### src/rtl/sha256_pkg.sv
//------------------------------------------------------------------------------
// Module   : sha256_pkg
// Brief    : Constants shared by the SHA-256 schedule and compression blocks.
// Revision : 1.0
//------------------------------------------------------------------------------
`default_nettype none

package sha256_pkg;

   localparam int WORD_W          = 32;
   localparam int NUM_ROUNDS      = 64;
   localparam int WORDS_PER_BLOCK = 16;

   // Round-state encoding seen by the compression block
   localparam logic [1:0] RS_IDLE        = 2'b00;
   localparam logic [1:0] RS_ROUND0TO15  = 2'b01;
   localparam logic [1:0] RS_ROUND16TO63 = 2'b10;
   localparam logic [1:0] RS_ROUND64     = 2'b11;

   function automatic logic [WORD_W-1:0] rotr32(input logic [WORD_W-1:0] x,
                                                input int unsigned n);
      return (x >> n) | (x << (WORD_W - n));
   endfunction

endpackage

`default_nettype wire

### src/rtl/sha256_msg_sched_if.sv
//------------------------------------------------------------------------------
// Module   : sha256_msg_sched_if
// Brief    : Word-load handshake and round outputs of the message schedule.
// Revision : 1.0
//------------------------------------------------------------------------------
`default_nettype none

interface sha256_msg_sched_if #(
   parameter int DATA_WIDTH = 32
);
   logic                  valid_in;
   logic [DATA_WIDTH-1:0] data_in;
   logic                  ready_out;
   logic                  load_out;
   logic [1:0]            FSM_state_out;
   logic [6:0]            round_out;
   logic [DATA_WIDTH-1:0] w_out;
   logic                  busy_out;

   modport master (
      output valid_in, data_in,
      input  ready_out, load_out, FSM_state_out, round_out, w_out, busy_out
   );

   modport slave (
      input  valid_in, data_in,
      output ready_out, load_out, FSM_state_out, round_out, w_out, busy_out
   );
endinterface

`default_nettype wire

### src/rtl/sha256_sigma.sv
//------------------------------------------------------------------------------
// Module   : sha256_sigma
// Brief    : Small-sigma function of the SHA-256 schedule (sigma0 or sigma1).
// Revision : 1.0
//------------------------------------------------------------------------------
`default_nettype none

module sha256_sigma
   import sha256_pkg::*;
#(
   parameter bit SEL_SIGMA1 = 1'b0
) (
   input  logic [WORD_W-1:0] x,
   output logic [WORD_W-1:0] y
);

   generate
      if (SEL_SIGMA1) begin : g_sigma1
         assign y = rotr32(x, 17) ^ rotr32(x, 19) ^ (x >> 10);
      end else begin : g_sigma0
         assign y = rotr32(x, 7) ^ rotr32(x, 18) ^ (x >> 3);
      end
   endgenerate

endmodule

`default_nettype wire

### src/rtl/sha256_msg_sched.sv
//------------------------------------------------------------------------------
// Module   : sha256_msg_sched
// Brief    : Loads a 16-word block, then streams W0..W63 over 64 round cycles.
// Revision : 1.0
//------------------------------------------------------------------------------
`default_nettype none

module sha256_msg_sched
   import sha256_pkg::*;
#(
   parameter int DATA_WIDTH = 32,
   parameter int NUM_ROUNDS = sha256_pkg::NUM_ROUNDS
) (
   input  logic                clk,
   input  logic                rst,
   sha256_msg_sched_if.slave   bus
);

   localparam logic [2:0] S_IDLE  = 3'd0;
   localparam logic [2:0] S_LOAD  = 3'd1;
   localparam logic [2:0] S_R_LO  = 3'd2;
   localparam logic [2:0] S_R_HI  = 3'd3;
   localparam logic [2:0] S_R_FIN = 3'd4;

   localparam logic [3:0] LAST_WORD = 4'(WORDS_PER_BLOCK - 1);
   localparam logic [6:0] LAST_LO   = 7'(WORDS_PER_BLOCK - 1);
   localparam logic [6:0] LAST_HI   = 7'(NUM_ROUNDS - 1);

   logic [2:0]            r_state;
   logic [2:0]            w_next_state;
   logic [3:0]            r_word_cnt;
   logic [6:0]            r_round;
   logic [DATA_WIDTH-1:0] r_win [WORDS_PER_BLOCK];

   logic                  w_accept;
   logic                  w_rounding;
   logic [DATA_WIDTH-1:0] w_s0;
   logic [DATA_WIDTH-1:0] w_s1;
   logic [DATA_WIDTH-1:0] w_new;

   assign w_accept   = bus.valid_in && bus.ready_out;
   assign w_rounding = (r_state == S_R_LO) || (r_state == S_R_HI);

   sha256_sigma #(.SEL_SIGMA1(1'b0)) u_sigma0 (.x(r_win[1]),  .y(w_s0));
   sha256_sigma #(.SEL_SIGMA1(1'b1)) u_sigma1 (.x(r_win[14]), .y(w_s1));

   // Window entry i holds W[t+i], so this is W[t+16]
   assign w_new = w_s1 + r_win[9] + w_s0 + r_win[0];

   always_ff @(posedge clk) begin
      if (rst) r_state <= S_IDLE;
      else     r_state <= w_next_state;
   end

   always_comb begin
      w_next_state = r_state;
      case (r_state)
         S_IDLE:  if (w_accept) w_next_state = S_LOAD;
         S_LOAD:  if (w_accept && (r_word_cnt == LAST_WORD)) w_next_state = S_R_LO;
         S_R_LO:  if (r_round == LAST_LO) w_next_state = S_R_HI;
         S_R_HI:  if (r_round == LAST_HI) w_next_state = S_R_FIN;
         S_R_FIN: w_next_state = S_IDLE;
         default: w_next_state = S_IDLE;
      endcase
   end

   always_ff @(posedge clk) begin
      if (rst) begin
         r_word_cnt <= '0;
         r_round    <= '0;
         for (int i = 0; i < WORDS_PER_BLOCK; i++) r_win[i] <= '0;
      end else begin
         case (r_state)
            S_IDLE: begin
               if (w_accept) begin
                  r_win[0]   <= bus.data_in;
                  r_word_cnt <= 4'd1;
               end
            end
            S_LOAD: begin
               if (w_accept) begin
                  r_win[r_word_cnt] <= bus.data_in;
                  r_word_cnt        <= r_word_cnt + 4'd1;
               end
            end
            S_R_LO, S_R_HI: begin
               for (int i = 0; i < WORDS_PER_BLOCK - 1; i++) r_win[i] <= r_win[i+1];
               r_win[WORDS_PER_BLOCK-1] <= w_new;
               r_round                  <= r_round + 7'd1;
            end
            default: begin
               r_round    <= '0;
               r_word_cnt <= '0;
            end
         endcase
      end
   end

   always_comb begin
      bus.ready_out     = 1'b0;
      bus.load_out      = 1'b0;
      bus.FSM_state_out = RS_IDLE;
      bus.round_out     = r_round;
      bus.w_out         = '0;
      bus.busy_out      = (r_state != S_IDLE);
      case (r_state)
         S_IDLE: bus.ready_out = 1'b1;
         S_LOAD: begin
            bus.ready_out = 1'b1;
            bus.load_out  = bus.valid_in && (r_word_cnt == LAST_WORD);
         end
         S_R_LO:  bus.FSM_state_out = RS_ROUND0TO15;
         S_R_HI:  bus.FSM_state_out = RS_ROUND16TO63;
         S_R_FIN: bus.FSM_state_out = RS_ROUND64;
         default: bus.FSM_state_out = RS_IDLE;
      endcase
      if (w_rounding) bus.w_out = r_win[0];
   end

endmodule

`default_nettype wire
### src/flat_wrapper.sv
// flat-port wrapper written by rule: the top's interface ports become plain ports
module sha256_msg_sched_flat import sha256_pkg::*;
#(
   parameter int DATA_WIDTH = 32,
   parameter int NUM_ROUNDS = sha256_pkg::NUM_ROUNDS
)
  (clk, rst, bus_valid_in, bus_data_in, bus_ready_out, bus_load_out, bus_FSM_state_out, bus_round_out, bus_w_out, bus_busy_out);
  sha256_msg_sched_if #(.DATA_WIDTH(DATA_WIDTH)) bus_i ();
  input  logic clk;
  input  logic rst;
  input wire logic [$bits(bus_i.valid_in)-1:0] bus_valid_in;
  input wire logic [$bits(bus_i.data_in)-1:0] bus_data_in;
  output wire logic [$bits(bus_i.ready_out)-1:0] bus_ready_out;
  output wire logic [$bits(bus_i.load_out)-1:0] bus_load_out;
  output wire logic [$bits(bus_i.FSM_state_out)-1:0] bus_FSM_state_out;
  output wire logic [$bits(bus_i.round_out)-1:0] bus_round_out;
  output wire logic [$bits(bus_i.w_out)-1:0] bus_w_out;
  output wire logic [$bits(bus_i.busy_out)-1:0] bus_busy_out;
  assign bus_i.valid_in = bus_valid_in;
  assign bus_i.data_in = bus_data_in;
  assign bus_ready_out = bus_i.ready_out;
  assign bus_load_out = bus_i.load_out;
  assign bus_FSM_state_out = bus_i.FSM_state_out;
  assign bus_round_out = bus_i.round_out;
  assign bus_w_out = bus_i.w_out;
  assign bus_busy_out = bus_i.busy_out;
  sha256_msg_sched #(.DATA_WIDTH(DATA_WIDTH), .NUM_ROUNDS(NUM_ROUNDS)) u_core (.clk(clk), .rst(rst), .bus(bus_i));
endmodule
### config.mk
export PLATFORM = sky130hd
export DESIGN_NAME = sha256_msg_sched_flat
export DESIGN_NICKNAME = d
export VERILOG_FILES = /design/src/rtl/sha256_pkg.sv /design/src/rtl/sha256_msg_sched_if.sv /design/src/rtl/sha256_sigma.sv /design/src/rtl/sha256_msg_sched.sv /design/src/flat_wrapper.sv
export SDC_FILE = /design/constraint.sdc
export NUM_CORES = 1
export LEC_CHECK = 0
export CAP_MARGIN = 20
export CORE_MARGIN = 8
export CORE_UTILIZATION = 40
export DETAILED_ROUTE_END_ITERATION = 16
export GPL_ROUTABILITY_DRIVEN = 1
export GPL_TIMING_DRIVEN = 0
export PLACE_DENSITY = 0.69
export SLEW_MARGIN = 25
export SYNTH_ARGS = -nofsm -noshare
export SYNTH_HDL_FRONTEND = slang
export SYNTH_SLANG_ARGS = --single-unit
### constraint.sdc
create_clock -name clk -period 3.9 [get_ports clk]
set_input_delay 0.78 -clock clk [delete_from_list [all_inputs] [get_ports clk]]
set_output_delay 0.78 -clock clk [all_outputs]
set_load 0.02 [all_outputs]
======== After elaboration in Yosys (flattened, before gate mapping) ========
Memory sizes are Yosys's and may differ from the RTL's.
Index checks and enable logic that the tools add are counted.
cells by class
  $add $sub $neg .......................... 5
  equal/unequal tests ..................... 12
  divide/modulo/power cells ............... 0
  $mul .................................... 0
  shift-type cells ........................ 0
  reductions and logical operators ........ 11
  bitwise operators ....................... 26
  muxes and demuxes ....................... 45
  magnitude comparators ................... 0
operators by type and width
  operator                                                               count
  32-bit two-way mux                                                     19
  32-bit adder                                                           3
  32-bit XOR                                                             2
  13-bit by 32-bit OR with 32-bit output                                 1
  14-bit by 32-bit OR with 32-bit output                                 1
  15-bit by 32-bit OR with 32-bit output                                 1
  25-bit by 32-bit OR with 32-bit output                                 1
  32-bit OR reduction                                                    1
  32-bit by 22-bit XOR with 32-bit output                                1
  32-bit by 29-bit XOR with 32-bit output                                1
  1-bit OR                                                               17
  1-bit two-way mux                                                      15
  7-bit case mux with 2 select lines                                     1
  3-bit two-way mux                                                      4
  4-bit two-way mux                                                      3
  3-bit case mux with 4 select lines                                     1
  4-bit case mux with 3 select lines                                     1
  7-bit by 1-bit adder with 7-bit output, second input constant          1
  7-bit by 4-bit equality test with 1-bit output, second input constant  1
  7-bit by 6-bit equality test with 1-bit output, second input constant  1
  3-bit by 2-bit equality test with 1-bit output, second input constant  2
  2-bit by 1-bit != test with 1-bit output, second input constant        3
  2-bit case mux with 3 select lines                                     1
  4-bit by 1-bit adder with 4-bit output, second input constant          1
  12 further kinds                                                       16
storage, ports and cells
  bits of input ports ..................... 35
  RAM bits ................................ 512
  register bits ........................... 14
  latch bits .............................. 0
  memories ................................ 1
  memory bits (read-only) ................. 0
memory list
  memory        words  bits a word  read ports  clocked after Yosys merged registers in  wr ports  RTL line                source
  u_core.r_win  16     32           16          0                                        16        sha256_msg_sched.sv:33  logic [DATA_WIDTH-1:0] r_win [WORDS_PER_BLOCK];

======== Longest topological paths before layout ========
  word-level depth ........................ 11
  mapped depth ............................ 16

======== Cells and area by module ========
Synthesis repeated with hierarchy kept, for this count alone.
second synthesis, totals
  cell total of the unflattened synthesis .. 2,389
  area total of the unflattened synthesis .. 27,869.2 um2
by module, submodules not included
  module                           area an instance (um2)  seq. area each (um2)  cells each  instances
  sha256_msg_sched                 26,539.2                15,655.0              2,325       1
  sha256_sigma at u_core.u_sigma0  719.4                   0.0                   32          1
  sha256_sigma at u_core.u_sigma1  610.6                   0.0                   32          1

======== Worst setup path before layout ========
Ideal clock, no wire load.
  path kind ............................... register to register
  start point ............................. memory u_core.r_win[1][8]
  end point ............................... memory u_core.r_win[15][31] (data pin)
  cell stages (with the launch flop) ...... 17
  clock period less this slack ............ 3.827 ns
  library setup time ...................... 0.259 ns
  path buffers ............................ 0
  setup slack ............................. 0.073 ns
  data required time ...................... 3.641 ns
  data arrival time ....................... 3.568 ns
  cells stage by stage .................... edfxtp_1 -> xnor2_1 -> xnor2_1 -> fa_1 -> inv_1 -> fa_1 -> inv_1 -> ha_1 -> inv_1 -> fa_1 -> nor2b_1 -> o31a_1 -> o31a_1 -> o31ai_4 -> a211oi_1 -> nor3_1 -> a211o_1
RTL lines
  element             RTL line
  start: declaration  sha256_msg_sched.sv:33

==> metrics.txt <==
first-pass GRT wire length about 130000 um; pwr/cell area 677.1 nW/um^2; main combinational cell family by area after synthesis compound AO/OA/AOI/OAI gates; dpl cell area 29780 um^2; net switching fraction of the power 0.3801; Synth Area in Adders 0.06093; Max-slew headroom 0.2439; wire length on met3 ~10000 um; post-synthesis net count between 2000 and 2500; CP max-delay cell fa_1; largest net degree at the start of global routing 33; RSZ-0062 raised after global routing true; startpoint types register; min Tclk post-route between 4000 and 5000 ps; Reg-to-Reg End u_core.r_win[15][31]; Arr. time, crit path between 4000 and 5000 ps; Syn Inst Count 2343; Post-synth ARST share 0; HPWL Detailed around 70000 um; CTS tree built; Hold Path Cell Cnt 1; design area 33450 um^2; Setup WS post-layout -544.9 ps; area grow syn2layout 20.47%; synth top area cells edfxtp_1 55%, a22o_1 10%, fa_1 4.5%; Syn Area/Cell 11.85 um^2; clock buffer depth 3; count of final max-slew check failures 0; Met2 Wirelength ~42000 um; Die Y 279.5 um; via count of the first global-routing pass 19960; CP max stage delay between 500 and 600 ps; DRT Pass-1 Iters 6; Comb power frac 0.459; fin nets 2672; worst vdd ir ~0.00057 V; Antenna Nets Post-Route 0; Seq cells post-synth between 500 and 600; register area share after synthesis 0.5639; CP Max Fanout 4; WS Path Type register to register; vias 20310; critical path startpoint u_core.r_win[1][8]; Hold Path Class register to register; Worst R2R Start u_core.r_win[1][8]; GP Congestion 0.9835; EDFF count, synth approximately 510; Post-Syn Area 27760 um^2; layout cells sized above 1 0.1703; initial antenna violation count 3; Finished Layout Cells about 3500; share of the synthesized area in compound gates (AO/OA/AOI/OAI) 0.1671; # DRC 0; cell depth of the worst flop-to-flop path 16; Slew @ Worst Pin about 1100 ps; H-tree depth 2; main flop type after synthesis edfxtp_1; clock share of power 0.225; CTS root buf clkbuf_16; Synth area leader edfxtp_1; core area a little under 70000 um^2; period utilization 1.140; status complete, but fails checks; Post-Route WL 93380 um; post-synthesis simple-gate area fraction 0.1034; CP dominant cell by count inv_2; Unique masters post-synth 68; DR top layer met5; Synth warnings 0; met1 wire length 35980 um; share of the synthesized area in the top cell type 0.5538; die span in x between 200 and 300 um; Max Clk Rate 0.2250 GHz; worst-path cell chain xnor2_2 > xnor2_2 > fa_1 > inv_2 > fa_1 > inv_2 > ha_4 > inv_2 > fa_2 > nor2b_2 > o31a_1 > o31a_1 > o31ai_4 > a211oi_2 > o21a_1 > a211o_1; fillers ~6000; WP data required 4260 ps; Ports 79; DP Cell Count around 3300; full die area between 70000 and 80000 um^2; pre-CTS WS -1085 ps; total track usage 0.2320; final core utilization 0.4868; Remaining Overflow, GRT 0; critical path capture point type register; clk slew on worst S/H paths about 60 ps; top-count cell post-synth edfxtp_1; Psw ~0.0086 W; final hold violation count 0; Synth top cells by count 512 x edfxtp_1, 320 x a22o_1, 219 x nand2_1; LEAKAGE roughly 12 nW; mux cell area share after synthesis 0.001127; critical path endpoint u_core.r_win[15][31]; Rows 96; Reg2Reg Setup Slack -540 ps; P_int 0.01404 W; XOR/XNOR share of the synthesized area 0.04479; initial core utilization 0.4041; Avg Vias per Cell roughly 5.8; Sequential Power Share 0.316; CTS Buf Count 56; Port Buf Inserts 46; Max-Cap Viols 0; Clock Skews approximately 32 ps; Setup TNS -8415 ps; final setup fails 24; Initial DRC Count between 2000 and 3000; DR WL/cell approximately 27 um; ANT cells 0; Clock Latency Late Sink approximately 640 ps; failing checks negative setup slack; CTS Sinks around 530
-- power groups by stage --
stage               registers [W]  logic (W)  clock network (W)
floorplan                 0.00713    0.00475                  0
global placement          0.00728    0.00667                  0
detailed placement        0.00728    0.00672                  0
CTS                       0.00715    0.00873            0.00511
global route              0.00719     0.0110            0.00532
finish                    0.00717     0.0104            0.00509
-- per-layer routing --
| layer | up-vias | global-route usage |
|---|---|---|
| li1 | 8805 | - |
| met2 | 1197 | 0.3557 |
| met1 | 10070 | 0.3083 |
| met4 | 2 | 0.1248 |
| met3 | 230 | 0.04768 |
| met5 | - | 0 |
-- critical path: cells and delay by family (launching register included) --
family / cells / cell delay [ps]
and+or+nand+nor: 1 / 50
adders and majority gates: 4 / 1480
xor gates and xnor gates: 2 / 390
buffers and inverters: 3 / 150
AOI/OAI and AO/OA: 6 / 1600
DFF: 1 / 500
-- worst min path at each step --
stage	end	slack [ps]	start
after floorplan	u_core.r_word_cnt[1]	470	u_core.r_word_cnt[1]
after global placement	u_core.r_word_cnt[1]	490	u_core.r_word_cnt[1]
after detailed placement	u_core.r_word_cnt[1]	510	u_core.r_word_cnt[1]
after CTS	u_core.r_win[4][26]	530	u_core.r_win[5][26]
after global routing	u_core.r_win[7][0]	550	u_core.r_win[8][0]
final	u_core.r_win[5][10]	530	u_core.r_win[6][10]
-- registers in the layout, indices dropped and copies added, names as in the netlist --
name,count
u_core.r_win,512
u_core.bus.round_out,7
u_core.r_word_cnt,4
u_core.r_state,3
-- cell usage in the layout, fill, tap and decap left out, drive strengths merged, types with 5 or more instances in the layout --
cell type / synthesis / routed
nor2b: 5 / 5
a22o: 320 / 320
nand3b: 8 / 8
a21o: 12 / 12
dfxtp: 14 / 14
or3: 6 / 6
or2: 5 / 5
a21oi: 55 / 55
o21ai: 191 / 191
a211oi: 11 / 11
edfxtp: 512 / 512
ha: 36 / 36
clkdlybuf4s50: 0 / 46
clkinv: 0 / 24
o22ai: 5 / 5
and2: 47 / 47
nand3: 19 / 19
o21a: 10 / 10
nand2: 220 / 220
buf: 100 / 194
nor2: 43 / 43
o21bai: 5 / 5
fa: 62 / 62
inv: 157 / 160
nand2b: 178 / 178
nor3: 12 / 12
and3: 6 / 6
xor2: 24 / 24
clkbuf: 116 / 187
xnor2: 118 / 118
-- final cells by class --
cell class | count | area [um^2] | share of cell area
Tap cell | 931 | 1165 | 0.03483
Sequential cell | 526 | 15660 | 0.4680
Inverter | 157 | 595.6 | 0.01781
Timing Repair Buffer | 140 | 1474 | 0.04407
Buffer | 214 | 1052 | 0.03146
Clock buffer | 73 | 1516 | 0.04534
Clock inverter | 30 | 202.7 | 0.006060
Multi-Input combinational cell | 1444 | 11790 | 0.3524
-- per-stage QoR --
step | power [W] | hold WS [ps]
detailed placement | 0.01400 | 510.9
global placement | 0.01395 | 495.0
finish | 0.02265 | 528.2
global route | 0.02354 | 545.7
floorplan | 0.01189 | 474.8
CTS | 0.02099 | 532.1
-- cells by family after synthesis --
kind of cell	Yosys count
AND/OR/NAND/NOR	561
AO/OA/AOI/OAI	640
buffers and inverters	373
flip-flops	526
multiplexers	3
adder cells (fa/ha/maj)	98
XOR/XNOR	142
-- what timing repair did --
item                                    CTS  global route
buffers inserted                         59            25
endpoints found under the setup margin   36            87
hold buffers                              0             0
gates resized for setup                 156            98
pin swaps                                43            50
No activity file was read; power rests on OpenSTA's default activity.
